===== src/rtl/uc_multiciclo_pkg.sv =====
`default_nettype none
// ============================================================================
//  Module      : uc_multiciclo_pkg
//  Description : Shared opcode field constants, FSM state encoding and
//                helpers for the multi-cycle control unit.
//  Revision    : 1.0 - initial release
// ============================================================================
package uc_multiciclo_pkg;

    localparam int OPCODE_W = 6;
    localparam int OP_ALU_W = 3;

    // Major opcode field is opcode[5:2]; bit 3 of that field marks ALU ops.
    localparam int         ALU_PREFIX_BIT = 3;
    localparam logic [3:0] OP_LI          = 4'b0000;
    localparam logic [3:0] OP_J           = 4'b0001;
    localparam logic [3:0] OP_JZ          = 4'b0010;
    localparam logic [3:0] OP_JNZ         = 4'b0011;
    localparam logic [3:0] OP_NOP         = 4'b0100;
    localparam logic [3:0] OP_HALT        = 4'b0111;

    typedef enum logic [2:0] {
        ST_IDLE      = 3'd0,
        ST_FETCH     = 3'd1,
        ST_EXEC      = 3'd2,
        ST_WAIT_STEP = 3'd3,
        ST_HALT      = 3'd4
    } state_t;

    // A program-memory wait of zero still needs one FETCH cycle.
    function automatic logic [2:0] fetch_cycles(input int unsigned fw);
        return (fw == 0) ? 3'd1 : 3'(fw);
    endfunction

endpackage
`default_nettype wire


===== src/rtl/uc_decode.sv =====
`default_nettype none
// ============================================================================
//  Module      : uc_decode
//  Description : Purely combinational opcode/zero-flag decoder producing the
//                datapath controls for a single EXEC cycle.
//  Revision    : 1.0 - initial release
// ============================================================================
module uc_decode
    import uc_multiciclo_pkg::*;
(
    input  logic [OPCODE_W-1:0] opcode,
    input  logic                z,
    output logic                s_inc,
    output logic                s_inm,
    output logic                we3,
    output logic                wez,
    output logic [OP_ALU_W-1:0] op_alu,
    output logic                pc_en,
    output logic                is_halt,
    output logic                is_illegal
);

    logic [3:0] w_major;
    logic       w_unused_low_bits;

    assign w_major           = opcode[5:2];
    // Low opcode bits carry operand fields that the control unit never uses.
    assign w_unused_low_bits = ^opcode[1:0];

    // Decode major opcode field into datapath controls
    always_comb begin
        s_inc      = 1'b1;
        s_inm      = 1'b0;
        we3        = 1'b0;
        wez        = 1'b0;
        op_alu     = '0;
        pc_en      = 1'b0;
        is_halt    = 1'b0;
        is_illegal = 1'b0;
        if (w_major[ALU_PREFIX_BIT]) begin
            we3    = 1'b1;
            wez    = 1'b1;
            op_alu = opcode[4:2];
            pc_en  = 1'b1;
        end else begin
            case (w_major)
                OP_LI: begin
                    we3   = 1'b1;
                    s_inm = 1'b1;
                    pc_en = 1'b1;
                end
                OP_J: begin
                    s_inc = 1'b0;
                    pc_en = 1'b1;
                end
                OP_JZ: begin
                    s_inc = ~z;
                    pc_en = 1'b1;
                end
                OP_JNZ: begin
                    s_inc = z;
                    pc_en = 1'b1;
                end
                OP_NOP: begin
                    pc_en = 1'b1;
                end
                OP_HALT: begin
                    // PC holds so a restart re-fetches past nothing.
                    is_halt = 1'b1;
                end
                default: begin
                    // Unknown encodings execute as NOP and raise the flag.
                    pc_en      = 1'b1;
                    is_illegal = 1'b1;
                end
            endcase
        end
    end

endmodule
`default_nettype wire


===== src/rtl/uc_multiciclo.sv =====
`default_nettype none
// ============================================================================
//  Module      : uc_multiciclo
//  Description : Multi-cycle control unit. Sequences FETCH/EXEC, gates the
//                decoded controls to EXEC, and adds run/halt, single-step
//                handshake, sticky illegal flag and retired-instruction count.
//  Revision    : 1.0 - initial release
// ============================================================================
module uc_multiciclo
    import uc_multiciclo_pkg::*;
#(
    parameter int CNT_W      = 16,
    parameter int FETCH_WAIT = 1
) (
    input  logic                clk,
    input  logic                reset,
    input  logic                start,
    input  logic                step_mode,
    input  logic                step_req,
    input  logic [OPCODE_W-1:0] opcode,
    input  logic                z,
    output logic                s_inc,
    output logic                s_inm,
    output logic                we3,
    output logic                wez,
    output logic [OP_ALU_W-1:0] op_alu,
    output logic                pc_en,
    output logic                busy,
    output logic                halted,
    output logic                step_ack,
    output logic                illegal,
    output logic [CNT_W-1:0]    instr_cnt
);

    localparam logic [2:0] C_FETCH_LAST = fetch_cycles(FETCH_WAIT) - 3'd1;

    state_t               r_state;
    state_t               w_next_state;
    logic [2:0]           r_wait_cnt;
    logic                 r_step_req_q;
    logic                 r_illegal;
    logic [CNT_W-1:0]     r_instr_cnt;

    logic                 w_exec;
    logic                 w_step_rise;
    logic                 w_step_ack;
    logic                 w_dec_s_inc;
    logic                 w_dec_s_inm;
    logic                 w_dec_we3;
    logic                 w_dec_wez;
    logic [OP_ALU_W-1:0]  w_dec_op_alu;
    logic                 w_dec_pc_en;
    logic                 w_dec_halt;
    logic                 w_dec_illegal;

    uc_decode u_decode (
        .opcode     (opcode),
        .z          (z),
        .s_inc      (w_dec_s_inc),
        .s_inm      (w_dec_s_inm),
        .we3        (w_dec_we3),
        .wez        (w_dec_wez),
        .op_alu     (w_dec_op_alu),
        .pc_en      (w_dec_pc_en),
        .is_halt    (w_dec_halt),
        .is_illegal (w_dec_illegal)
    );

    assign w_exec      = (r_state == ST_EXEC);
    // A held-high request must not re-trigger, so only a fresh rise counts.
    assign w_step_rise = step_req & ~r_step_req_q;

    // State register
    always_ff @(posedge clk or negedge reset) begin
        if (!reset) begin
            r_state <= ST_IDLE;
        end else begin
            r_state <= w_next_state;
        end
    end

    // FETCH dwell counter, cleared whenever FETCH is left or not yet entered
    always_ff @(posedge clk or negedge reset) begin
        if (!reset) begin
            r_wait_cnt <= 3'd0;
        end else if ((r_state == ST_FETCH) && (r_wait_cnt != C_FETCH_LAST)) begin
            r_wait_cnt <= r_wait_cnt + 3'd1;
        end else begin
            r_wait_cnt <= 3'd0;
        end
    end

    // Previous step request level for edge detection
    always_ff @(posedge clk or negedge reset) begin
        if (!reset) begin
            r_step_req_q <= 1'b0;
        end else begin
            r_step_req_q <= step_req;
        end
    end

    // Sticky illegal flag and retired-instruction counter, updated at EXEC end
    always_ff @(posedge clk or negedge reset) begin
        if (!reset) begin
            r_illegal   <= 1'b0;
            r_instr_cnt <= '0;
        end else if (w_exec) begin
            if (w_dec_illegal) begin
                r_illegal <= 1'b1;
            end
            if (!w_dec_halt) begin
                r_instr_cnt <= r_instr_cnt + CNT_W'(1);
            end
        end
    end

    // Next-state logic and step handshake
    always_comb begin
        w_next_state = r_state;
        w_step_ack   = 1'b0;
        case (r_state)
            ST_IDLE: begin
                if (start) w_next_state = ST_FETCH;
            end
            ST_FETCH: begin
                if (r_wait_cnt == C_FETCH_LAST) w_next_state = ST_EXEC;
            end
            ST_EXEC: begin
                if (w_dec_halt)     w_next_state = ST_HALT;
                else if (step_mode) w_next_state = ST_WAIT_STEP;
                else                w_next_state = ST_FETCH;
            end
            ST_WAIT_STEP: begin
                if (!step_mode) begin
                    w_next_state = ST_FETCH;
                end else if (w_step_rise) begin
                    w_step_ack   = 1'b1;
                    w_next_state = ST_FETCH;
                end
            end
            ST_HALT: begin
                if (start) w_next_state = ST_FETCH;
            end
            default: begin
                w_next_state = ST_IDLE;
            end
        endcase
    end

    // Datapath controls are live only in EXEC; elsewhere they rest at idle values
    always_comb begin
        s_inc  = w_exec ? w_dec_s_inc  : 1'b1;
        s_inm  = w_exec & w_dec_s_inm;
        we3    = w_exec & w_dec_we3;
        wez    = w_exec & w_dec_wez;
        op_alu = w_exec ? w_dec_op_alu : '0;
        pc_en  = w_exec & w_dec_pc_en;
    end

    assign busy      = (r_state == ST_FETCH) || (r_state == ST_EXEC) ||
                       (r_state == ST_WAIT_STEP);
    assign halted    = (r_state == ST_HALT);
    assign step_ack  = w_step_ack;
    assign illegal   = r_illegal;
    assign instr_cnt = r_instr_cnt;

endmodule
`default_nettype wire


===== config.mk =====
export PLATFORM = sky130hd
export DESIGN_NAME = uc_multiciclo
export DESIGN_NICKNAME = d
export VERILOG_FILES = /design/src/rtl/uc_multiciclo_pkg.sv /design/src/rtl/uc_decode.sv /design/src/rtl/uc_multiciclo.sv
export SDC_FILE = /design/constraint.sdc
export NUM_CORES = 1
export LEC_CHECK = 0
export ABC_AREA = 1
export ABC_CLOCK_PERIOD_IN_PS = 1300
export BUFFER_PORTS_ARGS = -buffer_cell sky130_fd_sc_hd__buf_2
export CAP_MARGIN = 5
export CORE_MARGIN = 3
export CORE_UTILIZATION = 40
export CTS_CLUSTER_DIAMETER = 200
export DETAILED_ROUTE_END_ITERATION = 10
export PLACE_DENSITY = 0.66
export SYNTH_ARGS = -nofsm -noshare
export SYNTH_HDL_FRONTEND = slang
export SYNTH_SLANG_ARGS = --single-unit

===== constraint.sdc =====
create_clock -name clk -period 1.3 [get_ports clk]
set_input_delay 0.065 -clock clk [delete_from_list [all_inputs] [get_ports clk]]
set_output_delay 0.065 -clock clk [all_outputs]
set_load 0.02 [all_outputs]

==> results.txt, run 1 <==
Layout cells sized above 1 - 41.9%
Final setup skew - 0.00510 ns
Crit path required time - 1.24 ns
PnR Total Power - 3.24 mW
Initial antenna violation count - 0
Drt total wl - 3300 µm
Clk Tree Root Cell - clkbuf_4
Ports - 40
H-tree depth - 1
Commonest non-fill, non-tap cell in the layout - nand2_1
CP Max Fanout - 3
Mapped Area - 1380 µm²
Seq/Total Area, Yosys - 43.5%
Leak pwr - 0.990 nW
Worst Path Arrival - 1.37 ns
# setup viols final - 23
Failing checks - setup timing
Via-to-Cell Ratio - 4.66
Drt initial violations - 107
Chip height - 64.7 µm
Final nets - 262
Final min period - 1.44 ns
RSZ-0062 raised after global routing - true
FILL cells - 284
Cell variety after synth - 22
Max_slew headroom - 64.1%
Die area - 4190 µm²
CTS Sinks - 24
Routed Antenna Nets - 0
Startpoint types - register
FP Rows - 20
Hold/Removal Path Class - input pin to register
Yosys top cell by area - dfrtp_1
CTS buffer count - 3
Power Density - 1590 nW/µm²
WHS - 0.000750 ns
Clock transition at the registers of the reported paths - 0.14 ns
Clock Latency Late Sink - 0.32 ns
Starting density of the core - 43.4%
Largest net degree at the start of global routing - 25
Slew Limit Fails - 0
Syn-to-layout area delta - 47.9%
First-pass GRT wire length - 5400 µm
Clk buf depth - 2
Hold path cells - 3
Ranking of synthesized cells by area - dfrtp_1 44%, nand2_1 15%, nor2_1 7.9%
Final period utilization - 111%
Mapped Nets - 198
Register area - 607 µm²
Post-synthesis area per instance - 7.54 µm²
Setup TNS - -1.46 ns
FF-to-FF path depth - 8
Die W - 64.7 µm
PortBufs - 37
Synth warn - 0
Max-cap violation count - 0
Utilization after layout - 64.2%
Status - complete, but fails checks
HPWL Detailed - 2290 µm
Diode count - 0
Via Count - 1,351
Cell count after synthesis - 183
Vias in the first global route - 1,268
GP Congestion - 0.798
Wirelength per Cell - 11.4 µm
CP Class - register to output pin
Multi-input gate area - 787 µm²
Pre-antenna DRT Iters - 4
# DRC - 0
CTS tree - built
Core ar. - 3180 µm²
Overflow after GRT - 0
#FFs+latches synth - 24
Worst-Margin Slew - 0.538 ns
Peak supply drop - 759 µV
Post-synth top area share - 43.5%
Setup ws final - -0.138 ns
Final hold vios - 0
GRT Util Overall - 15.9%
Most frequent cells in the layout - 49 x nand2_1, 29 x buf_2, 22 x buf_4
CP endpoint kind - output pin
Max frequency - 0.695 GHz
-- stage by stage --
stage / worst slack, ns / instances / area (µm²)
6_report: -0.138 / 290 / 2040
5_1_grt: -0.215 / 290 / 2040
4_1_cts: -0.134 / 285 / 1870
3_5_place_dp: -0.000663 / 273 / 1700
3_3_place_gp: 0.0336 / 273 / 1700
2_1_floorplan: -0.0164 / 183 / 1390
-- path summary, 6_finish.rpt --
| check | slack [ns] | startpoint | endpoint |
|---|---|---|---|
| worst max-delay path | -0.14 | r_state[0] | pc_en |
| worst min-delay path | 0.0007 | step_mode | r_state[1] |
| worst max register to register | -0.10 | r_state[0] | instr_cnt[11] |
| worst min register to register | 0.47 | r_wait_cnt[0] | r_wait_cnt[0] |
| max in group asynchronous | 0.66 | reset | instr_cnt[9] |
| min in group asynchronous | 0.25 | reset | r_wait_cnt[2] |
-- repair_timing --
item / 4_1_cts / 5_1_grt
resized for setup: 19 / 41
endpoints found under the hold margin: 25 / 0
hold buffers: 2 / 0
pin swaps: 1 / 4
setup endpoints to repair: 13 / 30
setup buffers: 6 / 5
-- area by class of cell --
class | instances | area share (%)
Multi-Input combinational cell | 131 | 38.6
Sequential cell | 24 | 29.7
Timing Repair Buffer | 61 | 21.6
Inverter | 26 | 4.84
Tap cell | 44 | 2.70
Clock inverter | 1 | 1.47
Clock buffer | 3 | 1.10
-- synth_stat cells, drive strengths merged --
cell,number
nand4,5
o21ai,5
xnor2,10
inv,25
nor2,31
buf,2
a21oi,1
nor3,2
dfrtp,24
clkinv,1
nand2,56
o31ai,1
ha,3
xor2,2
nand3,14
o21bai,1
-- routing by layer --
layer | routed length [µm] | part of all wire (%) | global-route usage (%) | vias up
met5 | 0 | 0 | 0 | -
met3 | 163 | 4.9 | 2.25 | 5
li1 | - | - | - | 687
met2 | 1650 | 50 | 27.5 | 35
met4 | 38 | 1.2 | 5.54 | 0
met1 | 1450 | 44 | 20.3 | 624
-- sequential cells by signal, indices dropped and copies added, names as in the netlist --
signal,cells
r_state,3
r_wait_cnt,3
illegal,1
r_step_req_q,1
instr_cnt,16
-- report_power, final --
group / leakage [nW] / switching (mW) / internal (mW) / total, mW
registers: 0.310 / 0.161 / 0.896 / 1.06
clock network: 0.0279 / 0.239 / 0.312 / 0.550
logic: 0.651 / 0.889 / 0.749 / 1.64
-- cells by family after synthesis --
| group | synth area share, % |
|---|---|
| xor gates and xnor gates | 7.62 |
| AOI/OAI and AO/OA | 3.26 |
| DFF | 43.5 |
| adders and majority gates | 2.72 |
| and+or+nand+nor | 34.5 |
| buffers and inverters | 8.43 |
-- critical path, cell delays in order, from the launching register on --
cell     delay, ns
dfrtp_1       0.42
inv_2         0.07
nand3_4       0.07
buf_4         0.14
nor2_4        0.12
buf_12        0.13
buf_8         0.10
Power figures use the tool's default switching activity.
==> run 2: changes to the inputs <==
Settings changed: CORE_UTILIZATION 40 to 46, PLACE_DENSITY 0.66 to 0.74.
==> run 2 against run 1 <==
  * The flow finishes with violations (hold timing, setup timing)
  * Hold slack worse by 0.0031 ns
  * Sequential power about the same
  * Power up 5.0%
  * Via count up 5.3%
  * Count of clock-buffer cells in the layout unchanged
  * Fmax down 1.9%
  * Utilization up 11 points
  * Largest power group unchanged
  * Clock skew up 0.012 ns
  * Die area down 12%
  * Non-clock buffer count up 4
  * Clock power up 2%
==> results.txt, run 2 (synthesis gave the netlist of run 1 again) <==
Status - complete, but fails checks
Failing checks - hold timing, setup timing
Die area - 3690 µm² (-12%)
Starting density of the core - 49.2% (+5.8 points)
Routed Antenna Nets - 0 (unchanged)
Startpoint types - register
Slew Limit Fails - 0 (unchanged)
Clock Latency Late Sink - 0.33 ns (about the same)
Syn-to-layout area delta - 52.0%
Final min period - 1.47 ns (+0.0279 ns)
Commonest non-fill, non-tap cell in the layout - nand2_1
Clock transition at the registers of the reported paths - 0.13 ns (about the same)
WHS - -0.00238 ns (-0.00313 ns)
CP endpoint kind - output pin
Register area - 604 µm² (-0.41%)
Final period utilization - 113% (+2.1 points)
Max-cap violation count - 0 (unchanged)
Vias in the first global route - 1,316 (+3.8%)
CTS tree - built
First-pass GRT wire length - 5310 µm (-1.8%)
Worst slack, placed - -0.00382 ns (-0.00316 ns)
Core ar. - 2810 µm² (-12%)
CP Class - register to output pin
CP Max Fanout - 6 (+3)
Chip height - 60.8 µm (-6.1%)
Max_slew headroom - 64.7% (+0.58 points)
# DRC - 0 (unchanged)
Pre-antenna DRT Iters - 4 (unchanged)
CTS buffer count - 3 (unchanged)
Setup ws final - -0.166 ns (-0.0279 ns)
H-tree depth - 1 (unchanged)
Largest register FFs - 16 (unchanged)
Drt initial violations - 44 (-59%)
Drt total wl - 3750 µm (+14%)
Peak supply drop - 1090 µV (+43%)
Die W - 60.8 µm (-6.1%)
HPWL Detailed - 2280 µm (-0.37%)
Largest net degree at the start of global routing - 25 (unchanged)
Leak pwr - 1.02 nW (+3.0%)
PortBufs - 37 (unchanged)
Via-to-Cell Ratio - 5.06 (+8.7%)
Final nets - 266 (+1.5%)
GRT Util Overall - 18.6% (+2.6 points)
Wirelength per Cell - 13.3 µm (+17%)
Diode count - 0 (unchanged)
Final hold vios - 1 (+1)
Via Count - 1,423 (+5.3%)
CTS Sinks - 24 (unchanged)
RSZ-0062 raised after global routing - true
Max frequency - 0.682 GHz (-1.9%)
GP Congestion - 0.786 (-1.5%)
Final setup skew - 0.0168 ns (+0.0117 ns)
Crit path required time - 1.24 ns (about the same)
Initial antenna violation count - 0 (unchanged)
Most frequent cells in the layout - 48 x nand2_1, 29 x buf_2, 22 x inv_1, 22 x buf_4, 21 x dfrtp_1
Ports - 40 (unchanged)
Worst Path Arrival - 1.40 ns (+0.03 ns)
Layout cells sized above 1 - 42.4% (+0.53 points)
# setup viols final - 24 (+4.3%)
Multi-input gate area - 818 µm² (+4.0%)
Worst-Margin Slew - 0.529 ns (-0.00874 ns)
Clk buf depth - 2 (unchanged)
Power Density - 1620 nW/µm² (+2.1%)
Overflow after GRT - 0 (unchanged)
Placed cells - 258 (-5.5%)
Clk Tree Root Cell - clkbuf_4
Finished Layout Cells - 281 (-3.1%)
FILL cells - 200 (-30%)
Hold/Removal Path Class - input pin to register
FP Rows - 19 (-5.0%)
==> run 2: final timing paths <==
kind / from / end / slack (ns) / cells past startpoint
max: r_state[0] / op_alu[2] / -0.17 / 7
max reg2reg: r_state[0] / instr_cnt[10] / -0.12 / 8
min: step_mode / r_state[1] / -0.002 / 3
min reg2reg: r_wait_cnt[0] / r_wait_cnt[0] / 0.46 / 1
min in group asynchronous: reset / instr_cnt[5] / 0.22 / 2
max in group asynchronous: reset / r_state[1] / 0.68 / 2
==> run 2: metrics by stage <==
stage	power, mW	util (%)	TNS (ns)	instance area [µm²]
floorplan	1.80	-	-0.0164	1390
detailed placement	2.24	59.1	-0.00382	1660
global placement	2.22	59.1	0	1660
finish	3.41	74.8	-2.37	2100
CTS	2.88	63.9	-0.922	1790
global route	3.61	74.8	-4.53	2100
==> run 2: metal layers <==
layer	vias to the layer above	global-route usage (%)	wire length [µm]
met5	-	0	0
met4	0	5.57	65
met3	7	1.70	174
met2	41	35.1	2020
met1	673	22.0	1490
li1	702	-	-
==> run 2: repair_timing <==
item / in CTS / in global routing
pin swaps: 5 / 8
cloned: 0 / 2
endpoints found under the hold margin: 25 / 0
hold buffers: 2 / 0
gates resized for setup: 16 / 52
setup endpoints to repair: 13 / 27
buffers inserted: 3 / 12
==> run 2: cell type report <==
| type | instances | area share (%) |
|---|---|---|
| clock buffers | 3 | 1.07 |
| clock inverters | 1 | 1.43 |
| inverters | 26 | 4.83 |
| multi-input cells | 131 | 39.0 |
| flip-flops and latches | 24 | 28.8 |
| well taps | 31 | 1.85 |
| repair buffers | 65 | 23.0 |
==> run 2: power by group <==
part,total [mW],switching (mW),internal (mW)
sequential,1.05,0.159,0.893
combinational,1.80,0.977,0.818
clock,0.560,0.248,0.312
==> run 2: critical path, cell delays in order, from the launching register on <==
cell	delay [ns]
dfrtp_1	0.41
inv_2	0.07
nand3_4	0.08
buf_6	0.14
nor2_4	0.08
inv_2	0.06
nor2_1	0.09
buf_4	0.15
